==> src/rtl/scale_ctrl_if.sv <==
`default_nettype none
// ============================================================================
//  Module      : scale_ctrl_if
//  Description : Pixel stream bundle for scale_ctrl. It carries the input
//                pixel handshake (in_valid/in_ready/in_pixel) and the output
//                pixel handshake (out_valid/out_ready/out_pixel).
//                The master modport is the stream environment (pixel source
//                and sink). The slave modport is the scaler itself.
//  Ports       : in_valid, in_pixel, out_ready : master -> slave
//                in_ready, out_valid, out_pixel : slave  -> master
//  Revision    : 1.0  initial release
// ============================================================================
interface scale_ctrl_if #(
    parameter int PIX_W = 8
);
    logic             in_valid;
    logic             in_ready;
    logic [PIX_W-1:0] in_pixel;
    logic             out_valid;
    logic             out_ready;
    logic [PIX_W-1:0] out_pixel;

    modport master (
        output in_valid,
        output in_pixel,
        output out_ready,
        input  in_ready,
        input  out_valid,
        input  out_pixel
    );

    modport slave (
        input  in_valid,
        input  in_pixel,
        input  out_ready,
        output in_ready,
        output out_valid,
        output out_pixel
    );
endinterface
`default_nettype wire

==> src/rtl/scale_ctrl.sv <==
`default_nettype none
// ============================================================================
//  Module      : scale_ctrl
//  Description : Frame-based pixel scaler. After an accepted start, it takes
//                frame_len pixels. Each pixel is multiplied by the active
//                scale factor and saturated to PIX_W bits. The result goes
//                through a one-deep output register with a valid/ready
//                handshake. A done pulse marks normal frame completion.
//                abort returns the block to IDLE at once.
//  Ports       : clk, rst_n          clock, asynchronous active-low reset
//                px (slave)          input/output pixel handshakes
//                cfg_wr, cfg_factor  scale factor write (honoured in IDLE)
//                start, frame_len    frame start request and length
//                abort               synchronous frame abort
//                busy, done          status, done is a one-cycle pulse
//                pix_cnt             pixels accepted in the current frame
//                factor              active scale factor
//  Revision    : 1.0  initial release
// ============================================================================
module scale_ctrl #(
    parameter int PIX_W     = 8,
    parameter int CNT_W     = 16,
    parameter int SCALE_RST = 2
) (
    input  wire logic             clk,
    input  wire logic             rst_n,
    scale_ctrl_if.slave           px,
    input  wire logic             cfg_wr,
    input  wire logic [PIX_W-1:0] cfg_factor,
    input  wire logic             start,
    input  wire logic             abort,
    input  wire logic [CNT_W-1:0] frame_len,
    output logic                  busy,
    output logic                  done,
    output logic [CNT_W-1:0]      pix_cnt,
    output logic [PIX_W-1:0]      factor
);

    typedef enum logic [1:0] {
        S_IDLE  = 2'd0,
        S_RUN   = 2'd1,
        S_DRAIN = 2'd2
    } state_t;

    localparam logic [PIX_W-1:0] c_PIX_MAX = {PIX_W{1'b1}};

    state_t              r_state;
    logic [PIX_W-1:0]    r_factor;
    logic [CNT_W-1:0]    r_len;
    logic [CNT_W-1:0]    r_cnt;
    logic                r_out_valid;
    logic [PIX_W-1:0]    r_out_pixel;
    logic                r_done;

    logic                w_in_ready;
    logic                w_xfer;
    logic [2*PIX_W-1:0]  w_prod;
    logic [PIX_W-1:0]    w_sat;
    logic [CNT_W-1:0]    w_cnt_nxt;

    // A new pixel may enter when the output slot is empty or is being
    // emptied in this same cycle. This allows one pixel per cycle.
    assign w_in_ready = (r_state == S_RUN) && (!r_out_valid || px.out_ready);
    assign w_xfer     = px.in_valid && w_in_ready;

    // Full-width product. Any bit set above PIX_W means overflow.
    assign w_prod    = {{PIX_W{1'b0}}, px.in_pixel} * {{PIX_W{1'b0}}, r_factor};
    assign w_sat     = (|w_prod[2*PIX_W-1:PIX_W]) ? c_PIX_MAX : w_prod[PIX_W-1:0];
    assign w_cnt_nxt = r_cnt + 1'b1;

    always_ff @(posedge clk or negedge rst_n) begin
        if (!rst_n) begin
            r_state     <= S_IDLE;
            r_factor    <= PIX_W'(SCALE_RST);
            r_len       <= '0;
            r_cnt       <= '0;
            r_out_valid <= 1'b0;
            r_out_pixel <= '0;
            r_done      <= 1'b0;
        end else begin
            r_done <= 1'b0;
            if (abort) begin
                // abort wins over everything. Any offered pixel and the
                // pending output are dropped. The factor is kept.
                r_state     <= S_IDLE;
                r_out_valid <= 1'b0;
                r_cnt       <= '0;
            end else begin
                // Output register: load on transfer, otherwise drain on ready.
                if (w_xfer) begin
                    r_out_pixel <= w_sat;
                    r_out_valid <= 1'b1;
                end else if (px.out_ready) begin
                    r_out_valid <= 1'b0;
                end

                case (r_state)
                    S_IDLE: begin
                        // The factor is written on the same edge that
                        // starts a frame, so that frame uses the new value.
                        if (cfg_wr) begin
                            r_factor <= cfg_factor;
                        end
                        if (start && (frame_len != '0)) begin
                            r_state <= S_RUN;
                            r_len   <= frame_len;
                            r_cnt   <= '0;
                        end
                    end
                    S_RUN: begin
                        if (w_xfer) begin
                            r_cnt <= w_cnt_nxt;
                            if (w_cnt_nxt == r_len) begin
                                r_state <= S_DRAIN;
                            end
                        end
                    end
                    S_DRAIN: begin
                        if (r_out_valid && px.out_ready) begin
                            r_state <= S_IDLE;
                            r_done  <= 1'b1;
                        end
                    end
                    default: begin
                        r_state <= S_IDLE;
                    end
                endcase
            end
        end
    end

    assign px.in_ready  = w_in_ready;
    assign px.out_valid = r_out_valid;
    assign px.out_pixel = r_out_pixel;
    assign busy         = (r_state != S_IDLE);
    assign done         = r_done;
    assign pix_cnt      = r_cnt;
    assign factor       = r_factor;

endmodule
`default_nettype wire

==> src/flat_wrapper.sv <==
// flat-port wrapper written by rule: the top's interface ports become plain ports
module scale_ctrl_flat 
#(
    parameter int PIX_W     = 8,
    parameter int CNT_W     = 16,
    parameter int SCALE_RST = 2
)
  (clk, rst_n, cfg_wr, cfg_factor, start, abort, frame_len, busy, done, pix_cnt, factor, px_in_valid, px_in_pixel, px_out_ready, px_in_ready, px_out_valid, px_out_pixel);
  scale_ctrl_if #(.PIX_W(PIX_W)) px_i ();
  input  wire logic clk;
  input  wire logic rst_n;
  input  wire logic cfg_wr;
  input  wire logic [PIX_W-1:0] cfg_factor;
  input  wire logic start;
  input  wire logic abort;
  input  wire logic [CNT_W-1:0] frame_len;
  output logic busy;
  output logic done;
  output logic [CNT_W-1:0] pix_cnt;
  output logic [PIX_W-1:0] factor;
  input wire logic [$bits(px_i.in_valid)-1:0] px_in_valid;
  input wire logic [$bits(px_i.in_pixel)-1:0] px_in_pixel;
  input wire logic [$bits(px_i.out_ready)-1:0] px_out_ready;
  output wire logic [$bits(px_i.in_ready)-1:0] px_in_ready;
  output wire logic [$bits(px_i.out_valid)-1:0] px_out_valid;
  output wire logic [$bits(px_i.out_pixel)-1:0] px_out_pixel;
  assign px_i.in_valid = px_in_valid;
  assign px_i.in_pixel = px_in_pixel;
  assign px_i.out_ready = px_out_ready;
  assign px_in_ready = px_i.in_ready;
  assign px_out_valid = px_i.out_valid;
  assign px_out_pixel = px_i.out_pixel;
  scale_ctrl #(.PIX_W(PIX_W), .CNT_W(CNT_W), .SCALE_RST(SCALE_RST)) u_core (.clk(clk), .rst_n(rst_n), .px(px_i), .cfg_wr(cfg_wr), .cfg_factor(cfg_factor), .start(start), .abort(abort), .frame_len(frame_len), .busy(busy), .done(done), .pix_cnt(pix_cnt), .factor(factor));
endmodule
==> config.mk <==
export PLATFORM = sky130hd
export DESIGN_NAME = scale_ctrl_flat
export DESIGN_NICKNAME = d
export VERILOG_FILES = /design/src/rtl/scale_ctrl_if.sv /design/src/rtl/scale_ctrl.sv /design/src/flat_wrapper.sv
export SDC_FILE = /design/constraint.sdc
export NUM_CORES = 1
export LEC_CHECK = 0
export CORE_MARGIN = 4
export CORE_UTILIZATION = 37
export CTS_CLUSTER_SIZE = 24
export DETAILED_ROUTE_END_ITERATION = 8
export SYNTH_ARGS = -nofsm -noshare
export SYNTH_HDL_FRONTEND = slang
export SYNTH_SLANG_ARGS = --single-unit
==> constraint.sdc <==
create_clock -name clk -period 12.6 [get_ports clk]
set_input_delay 3.15 -clock clk [delete_from_list [all_inputs] [get_ports clk]]
set_output_delay 3.15 -clock clk [all_outputs]
set_load 0.005 [all_outputs]
# --- Word level (Yosys, flattened, before mapping) ---
# Cells that the tools add are included.
word_totals:
  ff_bits: 52
  in_bits: 39
  output_inout_bits: 36
  wordCells: 51
op_classes:
  n_addsub: 1
  mul: 1
  n_eq_ne: 7
  n_mux: 17
  bitwise_logic: 1
  n_reduce_logical: 17
op_table:
  columns: ["cell", "count"]
  rows:
  - ["16-bit two-way mux", 3]
  - ["16-bit case mux with 2 select lines", 1]
  - ["16-bit by 1-bit adder with 16-bit output (second input constant)", 1]
  - ["16-bit equality test", 1]
  - ["8-bit by 8-bit multiplier with 16-bit output", 1]
  - ["16-bit nonzero test", 1]
  - ["2-bit two-way mux", 5]
  - ["3-bit by 2-bit != test with 1-bit output (second input constant)", 3]
  - ["3-bit AND reduction", 3]
  - ["8-bit two-way mux", 1]
  - ["8-bit OR reduction", 1]
  - ["1-bit two-way mux", 6]
  - ["2-bit case mux with 3 select lines", 1]
  - ["3-bit nonzero test", 2]
  - ["1-bit logical AND", 4]
  - ["4-bit AND reduction", 1]
  - ["3-bit != test (second input constant)", 1]
  - ["2-bit by 1-bit equality test with 1-bit output (second input constant)", 1]
  - ["2-bit equality test (second input constant)", 1]
  - ["2-bit zero test", 1]
  - ["2-bit AND reduction", 1]
  - ["2-bit nonzero test", 1]
  - ["1-bit zero test", 1]
  - ["1-bit logical OR", 1]
  - ["1-bit NOT", 1]

# --- Depth between registers and ports, before layout ---
depth:
  ltp_word: 7
  mapped_depth: 19
  depth_no_buf: 17

# --- Worst setup path before layout ---
# OpenSTA, ideal clock, no wires.
synth_path:
  path_kind: "in2reg"
  startpoint: "in px_in_pixel[5]"
  endpoint: "reg u_core.r_out_pixel[0], in the netlist u_core.px.out_pixel[0]"
  setup_time_ps: 121
  arrival_ps: 7320
  required_time_ps: 12479
  path_slack_ps: 5158
  cell_stages: 17
  path_buffers: 0
  cell_sequence: "and2_1 -> fa_1 -> inv_1 -> fa_1 -> inv_1 -> fa_1 -> inv_1 -> fa_1 -> inv_1 -> ha_1 -> a21o_1 -> a21oi_1 -> nand3_1 -> a21o_1 -> a2111oi_4 -> o2111ai_4 -> o22a_1"
synth_via:
  elab_chain_cells: 3
synth_lines:
  columns: ["item", "line", "source"]
  rows:
  - ["start, declared", "flat_wrapper.sv:22", "input wire logic [$bits(px_i.in_pixel)-1:0] px_in_pixel;"]
  - ["8-bit by 8-bit multiplier with 16-bit output", "scale_ctrl.sv:67", "assign w_prod = {{PIX_W{1'b0}}, px.in_pixel} * {{PIX_W{1'b0}}, r_factor};"]
  - ["8-bit OR reduction", "scale_ctrl.sv:68", "assign w_sat = (|w_prod[2*PIX_W-1:PIX_W]) ? c_PIX_MAX : w_prod[PIX_W-1:0];"]
  - ["8-bit two-way mux", "scale_ctrl.sv:68", null]
  - ["end signal, assigned", "scale_ctrl.sv:91", "r_out_pixel <= w_sat;"]
  - ["end, declared", "scale_ctrl.sv:52", "logic [PIX_W-1:0] r_out_pixel;"]
# Every way passes these cells.
# A chain may end at the register's enable or synchronous reset.

# --- Worst setup path in the final report ---
layout_path:
  startpoint: "in px_in_pixel[4]"
  endpoint: "reg u_core.r_out_pixel[1], in the netlist u_core.px.out_pixel[1]"
# The elaborated chain is that of the path after synthesis.

==> results.yml <==
logic_synthesis:
  syn-instance-count: 508
  async_flop_share_pct: 100
  synth_cell_types: 52
  dominantRegCellSynth: "dfrtp_1"
  ys_top_cells_by_count: "dfrtp_1, inv_1, nand2_1, and2_1, ha_1"
  synth_area_sq_um: 4850
  yosys-top-cells-area: "dfrtp_1, fa_1, ha_1"
  syn_avg_cell_area_sq_um: 9.56
  ys_ff_latch: 52
  syn-num-nets: 620
  synth.largest_area_cell: "dfrtp_1"
  synth.top_cell.area_share_pct: 26.3
  ys.warnings.count: 0
  synth_seq_area_share_pct: 26.8
  synth_edf_count: 0
global_route:
  grt_overflow: 0
  grt_antenna_before_repair: 0
  track_usage_pct: 16.5
  grt_pass1_wl_mm: 20.0
  grt_max_degree: 53
  grt_pass1_vias: 4139
critical_path:
  cp_num_buf_inv: 5
  reg2regPathDepth: 17
  cp_data_required_time_ps: 12780
  path_cells: "clkdlybuf4s50_1, and2_1, fa_1, inv_1, fa_1, inv_1, fa_1, inv_1, fa_1, inv_1, ha_1, a21o_1, a21oi_1, nand3_1, a21o_1, a2111oi_4, o2111ai_4, o22a_1"
  reg2reg_from: "u_core.factor[2]$_DFFE_PN0P_"
  rr_endpoint: "u_core.px.out_pixel[1]$_DFFE_PN0P_"
  path_class: "input port to flop"
  crit_slowest_cell: "clkdlybuf4s50_1"
  endpoint_kind: "flop"
  setup.worst_path.start: "px_in_pixel[4]"
  worstPathArrival_ps: 8180
  worstSetupEndpoint: "u_core.px.out_pixel[1]$_DFFE_PN0P_"
  crit_cells: 18
  crit_path_max_fanout: 8
  cp_top_family: "adder cells"
  cp_slowest_stage_delay_ps: 550
  cp-start-kind: "input port"
  reg2reg_slack_ps: 7460
final_layout:
  n_fill_cell: 1272
  multi_input_area_sq_um: 3290
  nets: 687
  drive_gt1_share_pct: 8.51
  syn_to_final_growth_pct: 22.3
  layoutNonFillerInstCount: 748
  seq_area_sq_um: 1300
  antennaDiodeCount: 0
clocking:
  clkSinkCount: 52
  cts_resized: 0
  cts_tree: "built"
  clock_path_buffers: 2
  cts_buffers: 5
  htreeDepth: 2
  root_buffer: "clkbuf_16"
  clkTransAtPathRegs_ps: 70
  ctsHoldBuffers: 0
  post_cts_buffers: 0
  clkLatencyLatePin_ps: 290
die:
  row_count: 41
  ios: 75
  die_w_microns: 123
  core_area_sq_um: 12700
  fp.dieH_microns: 123
  die_area_sq_um: 15000
  start_util_pct: 38.2
drt:
  drtIter0Drc: 162
  viasPerCell: 5.17
  wirelength_mm: 11.8
  route.antenna.remaining_nets: 0
  drtPass1Iterations: 5
  route.detailed.drc: 0
  wl_per_cell_microns: 15.8
  via_count: 3867
timing:
  hold_viol: 0
  rsz0062_at_grt: "false"
  timing.hold.ws_ps: 519
  tightest_slew_ps: 1120
  fin_worst_skew_ps: 6.46
  finalSetupTns_ps: 0
  fin_crit_sh_pct: 63.5
  report.final.setup_viol: 0
  fmax_ghz: 0.125
  slew_violations: 0
  max_slew_margin_pct: 24.5
  fin_crit_ps: 8000
power_and_ir_drop:
  power_leakage_uw: 0.00263
  p_per_area_nw_per_um2: 202
  irDropWorstVdd_uv: 131
status:
  status: "finished, final reports clean"
placement:
  io_buffers: 74
  hpwlAfterDp_mm: 9.68
  gp_congestion: 0.837
  dpl.cell_count: 740
hold_path:
  hold_path_class: "flop to flop"
flow_run:
  maxCapViolCount: 0
per-stage QoR:
| stage | cell area (sq um) | util (%) | power (uW) | setup slack, ps |
|---|---|---|---|---|
| final | 5940 | 46.7 | 1200 | 4600 |
| after global routing | 5940 | 46.7 | 1330 | 4330 |
| after CTS | 5940 | 46.7 | 1220 | 4580 |
| after detailed placement | 5750 | 45.2 | 1050 | 4250 |
| after global placement | 5750 | 45.2 | 1040 | 4390 |
| after floorplan | 4850 | - | 836 | 5160 |
logic make-up (layout without fill, tap and decap cells):
logic type	count (synthesis)	after routing	share of synthesized area, %
AOI/OAI and AO/OA	95	95	14.2
xor gates and xnor gates	29	29	5.23
adders and majority gates	73	73	24.4
buffers and inverters	67	135	5.31
DFF	52	52	26.8
muxes	28	28	6.39
and+or+nand+nor	164	164	17.7
sequential cells by signal (all words and copies together) (netlist names):
register,count
u_core.done,1
u_core.r_state,2
u_core.px.out_pixel,8
u_core.r_len,16
u_core.factor,8
u_core.px.out_valid,1
u_core.pix_cnt,16
cell type report:
cell class,instances,area share [%]
multi-input combinational,389,55.5
sequential,52,21.9
timing repair buffer,76,12.6
tap,172,3.62
inverter,51,3.22
clock buffer,7,2.57
clock inverter,1,0.506
cell usage in the layout, fill, tap and decap left out, types with 12 or more instances in the layout:
cell type        Yosys  layout
o21ai_0             35      34
clkdlybuf4s50_1      0      73
mux2_2              24      24
fa_1                36      36
nand2_1             45      45
ha_1                37      37
and2_1              44      44
xor2_1              12      12
nand3_1             17      17
xnor2_1             17      17
nor2_1              23      23
inv_1               51      51
dfrtp_1             51      51
per-layer routing:
metal  vias up  global-route usage, %  wire (microns)  part of all wire [%]
li1       1874                      -               -                     -
met2        69                   30.0            6200                    52
met5         -                      0               0                     0
met1      1913                   20.7            5120                    43
met3        11                   2.58             366                   3.1
met4         0                   3.22             137                   1.2
where the power goes:
group          switching (uW)  internal, uW  total [uW]
clock                    60.9           105         166
combinational             458           353         810
sequential               31.6           193         225
total                     550           650        1200
how the worst min path moves through the flow:
stage / end / start / cells past startpoint / slack [ps]
after floorplan: u_core.r_state[0]$_DFFE_PN0P_ / u_core.r_state[0]$_DFFE_PN0P_ / 1 / 480
after global placement: u_core.px.out_pixel[6]$_DFFE_PN0P_ / u_core.px.out_pixel[6]$_DFFE_PN0P_ / 1 / 500
after detailed placement: u_core.px.out_pixel[0]$_DFFE_PN0P_ / u_core.px.out_pixel[0]$_DFFE_PN0P_ / 1 / 520
after CTS: u_core.r_state[0]$_DFFE_PN0P_ / u_core.r_state[0]$_DFFE_PN0P_ / 1 / 530
after global routing: u_core.px.out_pixel[2]$_DFFE_PN0P_ / u_core.px.out_pixel[2]$_DFFE_PN0P_ / 1 / 560
final: u_core.px.out_pixel[5]$_DFFE_PN0P_ / u_core.px.out_pixel[5]$_DFFE_PN0P_ / 1 / 520
(Power assumes the default switching activity.)
